===== src/rtl/file_write_module.sv =====
// file_write_module: prescaled START..END sequence generator with optional BCD digits (FILE_WRITE_BCD_EN)
module file_write_module #(
  parameter int unsigned START = 1,
  parameter int unsigned END   = 30,
  parameter int unsigned STEP  = 1,
  parameter int unsigned DIV   = 1,
  parameter bit          WRAP  = 1'b1
) (
  input  logic       clk,
  input  logic       rst,
  output logic [7:0] count,
  output logic       valid,
  output logic       done,
  output logic [3:0] count_tens,
  output logic [3:0] count_ones
);
  if (START > END) begin : g_bad_range
    $error("file_write_module: START must not exceed END");
  end
  if (END > 255) begin : g_bad_end
    $error("file_write_module: END must fit in 8 bits");
  end
  if (STEP == 0 || STEP > 255) begin : g_bad_step
    $error("file_write_module: STEP must be 1..255");
  end
  if (DIV == 0 || DIV > 65535) begin : g_bad_div
    $error("file_write_module: DIV must be 1..65535");
  end
  logic [15:0] div_cnt;
  logic        adv;
  logic [8:0]  nxt;
  logic        at_end;
  logic        hold;
  logic [7:0]  count_d;
  assign adv    = div_cnt == 16'(DIV - 1);
  assign nxt    = {1'b0, count} + 9'(STEP);
  assign at_end = count == 8'(END);
  assign hold   = at_end && !WRAP;
  // next value: hold, wrap to START, step, or clamp to END so END is always emitted
  always_comb count_d = (!adv || hold) ? count : at_end ? 8'(START) : (nxt <= 9'(END)) ? nxt[7:0] : 8'(END);
  // prescaler, sequence register and registered strobes; done is a wrap pulse or an END level
  always_ff @(posedge clk) begin
    if (rst) begin
      div_cnt <= '0;
      count   <= 8'(START);
      valid   <= 1'b0;
      done    <= 1'b0;
    end else begin
      div_cnt <= adv ? '0 : div_cnt + 16'd1;
      count   <= count_d;
      valid   <= adv && !hold;
      done    <= WRAP ? (adv && at_end) : (count_d == 8'(END));
    end
  end
`ifdef FILE_WRITE_BCD_EN
  // digits saturate to 99 above two-digit range
  always_comb begin
    count_tens = (count > 8'd99) ? 4'd9 : 4'(count / 8'd10);
    count_ones = (count > 8'd99) ? 4'd9 : 4'(count % 8'd10);
  end
`else
  assign count_tens = 4'h0;
  assign count_ones = 4'h0;
`endif
endmodule


===== config.mk =====
export PLATFORM = sky130hd
export DESIGN_NAME = file_write_module
export DESIGN_NICKNAME = d
export VERILOG_FILES = /design/src/rtl/file_write_module.sv
export SDC_FILE = /design/constraint.sdc
export NUM_CORES = 1
export LEC_CHECK = 0
export ABC_AREA = 1
export CAP_MARGIN = 5
export CORE_MARGIN = 2
export CORE_UTILIZATION = 54
export DETAILED_ROUTE_END_ITERATION = 8
export GPL_TIMING_DRIVEN = 0
export MAX_ROUTING_LAYER = met4
export PLACE_DENSITY = 0.84
export SETUP_SLACK_MARGIN = 0.3
export SYNTH_ARGS = -nofsm -noshare
export SYNTH_HDL_FRONTEND = slang
export SYNTH_SLANG_ARGS = --single-unit

===== constraint.sdc =====
create_clock -name clk -period 2 [get_ports clk]
set_clock_uncertainty 0.15 [all_clocks]
set_input_delay 0.4 -clock clk [delete_from_list [all_inputs] [get_ports clk]]
set_output_delay 0.4 -clock clk [all_outputs]
set_load 0.02 [all_outputs]

======== Yosys cells after proc, flatten, opt, wreduce, memory -nomap -nowiden ========
Index checks and enable logic that the tools add are counted.
W data, S select, Z words.
operators by class
  order comparisons ....................... 1
  equality and inequality tests ........... 1
  multiplexer cells ....................... 2
  reductions and logical operators ........ 3
  add/sub/neg operators ................... 2
operator list
  operator                 count
  $add A16 B1 Y16 const B  1
  $logic_not A16 Y1        1
  $mux W8                  2
  $add A8 B1 Y9 const B    1
  $le A9 B5 Y1 const B     1
  $eq A8 B5 Y1 const B     1
  $reduce_or A2 Y1         1
  $logic_and A1 B1 Y1      1
storage, ports and cells
  input bits .............................. 2
  register bits after elaboration ......... 26
  output and inout port bits .............. 18
  word-level logic and storage cells ...... 13

======== Depth between registers and ports, before layout ========
  depth in word-level cells ............... 4
  depth in mapped cells ................... 9
  gate-level depth less buffers ........... 9

======== Worst setup path after synthesis ========
OpenSTA, ideal clock, no wires.
  path kind ............................... register to register
  start point ............................. register count[0]
  end point ............................... register count[0]
  path slack .............................. 0.100 ns
  setup time .............................. 0.116 ns
  arrival time ............................ 1.634 ns
  period minus slack after synthesis ...... 1.900 ns
  required time ........................... 1.734 ns
  path buffers ............................ 0
  stages on the path, launching flop included .. 8
  cells stage by stage .................... dfxtp_1 > inv_1 > ha_1 > or2_2 > nor2_1 > nand3_1 > nand3_1 > a21oi_2
on the way
  longest elaborated chain between the ends .. 4
  elaborated cells between the ends (all ways) .. 5
  those cells by class .................... 1 x add/sub; 1 x order compare; 1 x eq/ne; 2 x mux
ends and longest elaborated chain
  item                      line  RTL
  start: declaration        11    output logic [7:0] count,
  start signal: assignment  45    count <= 8'(START);
  start signal: assignment  50    count <= count_d;
  $add A8 B1 Y9             36    assign nxt = {1'b0, count} + 9'(STEP);
  $le A9 B5 Y1              40    always_comb count_d = (!adv || hold) ? count : at_end ? 8'(START) : (nxt <= 9'(END)) ? nxt[7:0] : 8'(END);
  $mux W8                   40
  $mux W8 (*)               40
Every way passes the cells marked *; elsewhere a longest branch is shown, timed or not.
A chain may end at the register's enable or synchronous reset.

======== Worst setup path after layout ========
  start point ............................. register count[4]
  end point ............................... output port count[4]
No word-level cell between the ends.

==> reports/summary.txt <==
ROUTE
---------------------------------------------------------------------------------
Final wirelength                                                          2920 um
Total DRC errors in the routed layout                                           0
ANT nets after route                                                            0
Number of iterations in the first detailed-routing pass                         4
Routed via count divided by cell count                                      5.121
Total vias in the final route                                               1,352
Number of DRC markers in iteration 0                                           31
DR WL/cell                                                               11.06 um

STA
---------------------------------------------------------------------------------
Fin Setup TNS                                                                0 ns
Post-route fraction of the period consumed by the critical path            0.8200
Final hold viol count                                                           0
Endpoints failing setup                                                         0
RSZ-0062 raised after global routing                                        false
Highest clock rate                                                      609.8 MHz
Slack of the critical path                                              0.3601 ns
Final Critical Period                                                    1.640 ns
Max-slew violation count                                                        0

CELLS AND AREA
---------------------------------------------------------------------------------
Multi-input gate area                                                  878.3 um^2
Area Overhead vs Synth                                                     16.98%
Nets                                                                          241
Filler cells                                                                  220
Share of cells above drive strength 1                                      0.2403
Register cell area after layout                                        531.8 um^2
Antenna Cells                                                                   0
Non-filler cells in the finished layout                                       264

HOLD PATH
---------------------------------------------------------------------------------
Critical hold path startpoint                                        div_cnt[0]$_SDFF_PP0_
Hold path cells                                                                 1
Class of the tightest hold or removal check                               reg2reg
Sink of the worst hold path                                          div_cnt[0]$_SDFF_PP0_

GRT
---------------------------------------------------------------------------------
Initial antenna violation count                                                 0
GR Overflow Total                                                               0
Tot GR Track Use                                                           0.1990
Wire length of the first global-routing pass                              5092 um
Vias in the first global route                                              1,194
Largest net degree at the start of global routing                              15

SETUP PATH
---------------------------------------------------------------------------------
Cell with the largest stage delay on the worst path                  sky130_fd_sc_hd__dfxtp_2
Critical path class                                                       reg2out
Crit path max-delay family                                             flip-flops
Worst Setup Start Kind                                                   register
Critical Path, Cell by Cell                                          dlygate4sd2_1
Critical Path Max Stage Delay                                             0.42 ns
Worst Reg-to-Reg Cells                                                          8
Reg-to-reg setup timing slack                                             0.36 ns
CP max FO                                                                       6
Required time at the worst-slack endpoint                                 1.45 ns
Buffers & Inverters on Critical Path                                            1
Type of destination of the critical path                               output pin
Start of the worst register-to-register path                         count[0]$_SDFFE_PP1P_
Destination of the worst register-to-register timing path            count[1]$_SDFFE_PP0P_
Crit path DAT                                                             1.09 ns

PLACEMENT
---------------------------------------------------------------------------------
Placement Setup Slack                                                   0.2344 ns
Buffers on Ports                                                               11
GP Congestion                                                              0.8743
Number of placed instances, taps included                                     259
Final HPWL DP                                                             2175 um

SYNTHESIS
---------------------------------------------------------------------------------
Syn avg cell area                                                      7.370 um^2
Syn Std Cell Area                                                       1548 um^2
Largest cells by area after synthesis                                sky130_fd_sc_hd__dfxtp_1 (34%), sky130_fd_sc_hd__nand2_1 (11%), sky130_fd_sc_hd__inv_1 (6.8%)
Unique cell type count in the Yosys netlist                                    31
Post-synth top area cell                                             sky130_fd_sc_hd__dfxtp_1
Top cell type's share of synthesized area                                  0.3363
Number of instances in the synthesized netlist                                210
Sequential area share after synthesis                                      0.3363
Synth warnings                                                                  0
Total of flip-flops plus latches after synthesis                               26

FLOORPLAN
---------------------------------------------------------------------------------
Height of the chip                                                       57.54 um
Standard-cell rows                                                             19
Core Footprint                                                          2734 um^2
Width of the die                                                         57.54 um
Number of placed I/O pins                                                      20
Die area                                                                3310 um^2
Initial core utilization                                                   0.5661

POWER
---------------------------------------------------------------------------------
Leak                                                                    0.7852 nW
Clock share of power                                                        0.290
Total internal power                                                    0.6853 mW
Net switching power                                                     0.2309 mW
Largest vdd supply drop                                                 0.5672 mV
Share of total power in sequential cells                                    0.587
Net Sw Frac                                                                0.2520
Pwr Density                                                          506.0 nW/um^2
Fraction of power consumed by combinational cells                           0.123

CLOCK TREE
---------------------------------------------------------------------------------
Clk buf depth                                                                   2
Clock tree from TritonCTS                                                   built
Clock latency of the later-clocked register in the worst-skew pair        0.32 ns
Clk slew on worst S/H paths                                               0.14 ns
Number of clock buffers inserted by TritonCTS                                   3
Master cell of the clock root buffer                                 sky130_fd_sc_hd__clkbuf_4
H-tree lvl count                                                                1
Clock sink total                                                               26
Hold-fix buffers at CTS                                                         0

JOB
---------------------------------------------------------------------------------
Number of max-cap violations                                                    0

STATUS
---------------------------------------------------------------------------------
Status                                                                  completed

-- per-layer routing --
metal / global-route usage / up-vias / share of wire
met5: - / - / 0
met4: 0.04651 / 0 / 0.019
met3: 0.04308 / 4 / 0.036
met2: 0.3084 / 21 / 0.47
met1: 0.2659 / 625 / 0.48
li1: - / 702 / -
-- cells in the final DEF (no fill, tap or decap), types with 3 or more instances in the layout --
cell type,n
sky130_fd_sc_hd__nor2_2,3
sky130_fd_sc_hd__ha_1,4
sky130_fd_sc_hd__nor3_1,6
sky130_fd_sc_hd__nor3_4,3
sky130_fd_sc_hd__inv_2,4
sky130_fd_sc_hd__clkbuf_4,3
sky130_fd_sc_hd__inv_1,27
sky130_fd_sc_hd__nor3b_2,3
sky130_fd_sc_hd__dfxtp_1,21
sky130_fd_sc_hd__a21oi_1,9
sky130_fd_sc_hd__dlygate4sd2_1,8
sky130_fd_sc_hd__dfxtp_2,3
sky130_fd_sc_hd__nand4_1,6
sky130_fd_sc_hd__nand3_1,16
sky130_fd_sc_hd__conb_1,8
sky130_fd_sc_hd__buf_4,10
sky130_fd_sc_hd__nand2_1,44
sky130_fd_sc_hd__nor2_4,4
sky130_fd_sc_hd__nor2_1,18
sky130_fd_sc_hd__nand3_2,7
-- through the flow --
stage	hold slack, ns	util	total power [mW]	area (um^2)
after floorplan	0.2799	-	0.6254	1579
after global placement	0.2925	0.6320	0.6516	1728
after detailed placement	0.3008	0.6320	0.6528	1728
after CTS	0.3293	0.6494	0.9119	1775
after global routing	0.3213	0.6622	0.9541	1810
final	0.2895	0.6622	0.9162	1810
-- power groups by stage --
stage	Combinational, mW	Clock (mW)	Sequential, mW
2_1_floorplan	0.0681	0	0.557
3_5_place_dp	0.104	0	0.549
6_report	0.113	0.266	0.538
5_1_grt	0.123	0.291	0.541
4_1_cts	0.106	0.270	0.536
3_3_place_gp	0.103	0	0.549
-- cell usage after synthesis --
cell / number
sky130_fd_sc_hd__inv_2: 3
sky130_fd_sc_hd__a21oi_2: 2
sky130_fd_sc_hd__nand2_1: 44
sky130_fd_sc_hd__or2_0: 1
sky130_fd_sc_hd__buf_6: 1
sky130_fd_sc_hd__nor3b_2: 3
sky130_fd_sc_hd__nand2_4: 2
sky130_fd_sc_hd__conb_1: 1
sky130_fd_sc_hd__nor2_2: 2
sky130_fd_sc_hd__nor3_1: 6
sky130_fd_sc_hd__nand3b_1: 2
sky130_fd_sc_hd__nand2_2: 1
sky130_fd_sc_hd__nand3_2: 4
sky130_fd_sc_hd__ha_1: 5
sky130_fd_sc_hd__buf_4: 10
sky130_fd_sc_hd__dfxtp_1: 26
sky130_fd_sc_hd__nand3_1: 19
sky130_fd_sc_hd__nand4_1: 6
sky130_fd_sc_hd__nor4_2: 1
sky130_fd_sc_hd__or2_2: 1
sky130_fd_sc_hd__clkinv_1: 1
sky130_fd_sc_hd__a21oi_4: 1
sky130_fd_sc_hd__inv_1: 28
sky130_fd_sc_hd__clkinv_2: 1
sky130_fd_sc_hd__o21ai_0: 2
sky130_fd_sc_hd__o21ai_1: 1
sky130_fd_sc_hd__a21oi_1: 9
sky130_fd_sc_hd__nor3_2: 2
sky130_fd_sc_hd__nor2_1: 19
sky130_fd_sc_hd__nor3_4: 2
sky130_fd_sc_hd__nor2_4: 4
-- state kept, by name (all words and copies together), names as in the netlist --
name     flops
div_cnt     16
count        8
done         1
valid        1
-- worst register-to-register path: cells and delay by family, from the launching register on --
kind / cells / cell delay (ns)
buffers and inverters: 1 / 0.13
adders and majority gates: 1 / 0.24
DFF: 1 / 0.38
and+or+nand+nor: 5 / 0.42
AOI/OAI and AO/OA: 1 / 0.22
-- kinds of logic (layout without fill, tap and decap cells) --
logic type / Yosys count / count (layout) / share of synthesized area
buffers and inverters: 44 / 60 / 0.1366
adder cells (fa/ha/maj): 5 / 5 / 0.04042
AO/OA/AOI/OAI: 15 / 15 / 0.06063
other: 1 / 8 / 0.002423
flip-flops: 26 / 26 / 0.3363
AND/OR/NAND/NOR: 119 / 119 / 0.4236
-- timing repair --
action | in CTS | in global routing
pin swaps | 0 | 4
setup endpoints to repair | 15 | 9
gates resized for setup | 14 | 9
hold endpoints to repair | 0 | 0
setup buffers | 1 | 0
-- worst max path at each step --
stage                          start               endpoint  slack [ns]  cells after the start
6_report       count[4]$_SDFFE_PP0P_               count[4]        0.36                      1
5_1_grt        count[0]$_SDFFE_PP1P_  count[1]$_SDFFE_PP0P_        0.30                      8
4_1_cts        count[3]$_SDFFE_PP0P_               count[3]        0.07                      1
3_5_place_dp   count[0]$_SDFFE_PP1P_  count[0]$_SDFFE_PP1P_        0.23                      7
3_3_place_gp   count[0]$_SDFFE_PP1P_  count[0]$_SDFFE_PP1P_        0.26                      7
2_1_floorplan  count[0]$_SDFFE_PP1P_  count[0]$_SDFFE_PP1P_        0.31                      7
-- area by class of cell --
class                   count  share of cell area
multi-input cells         147              0.4851
flip-flops and latches     26              0.2937
inverters                  33             0.06911
repair buffers             12             0.06289
plain buffers              11             0.04768
well taps                  31             0.02142
clock buffers               4             0.02004
Power figures use the tool's default switching activity.
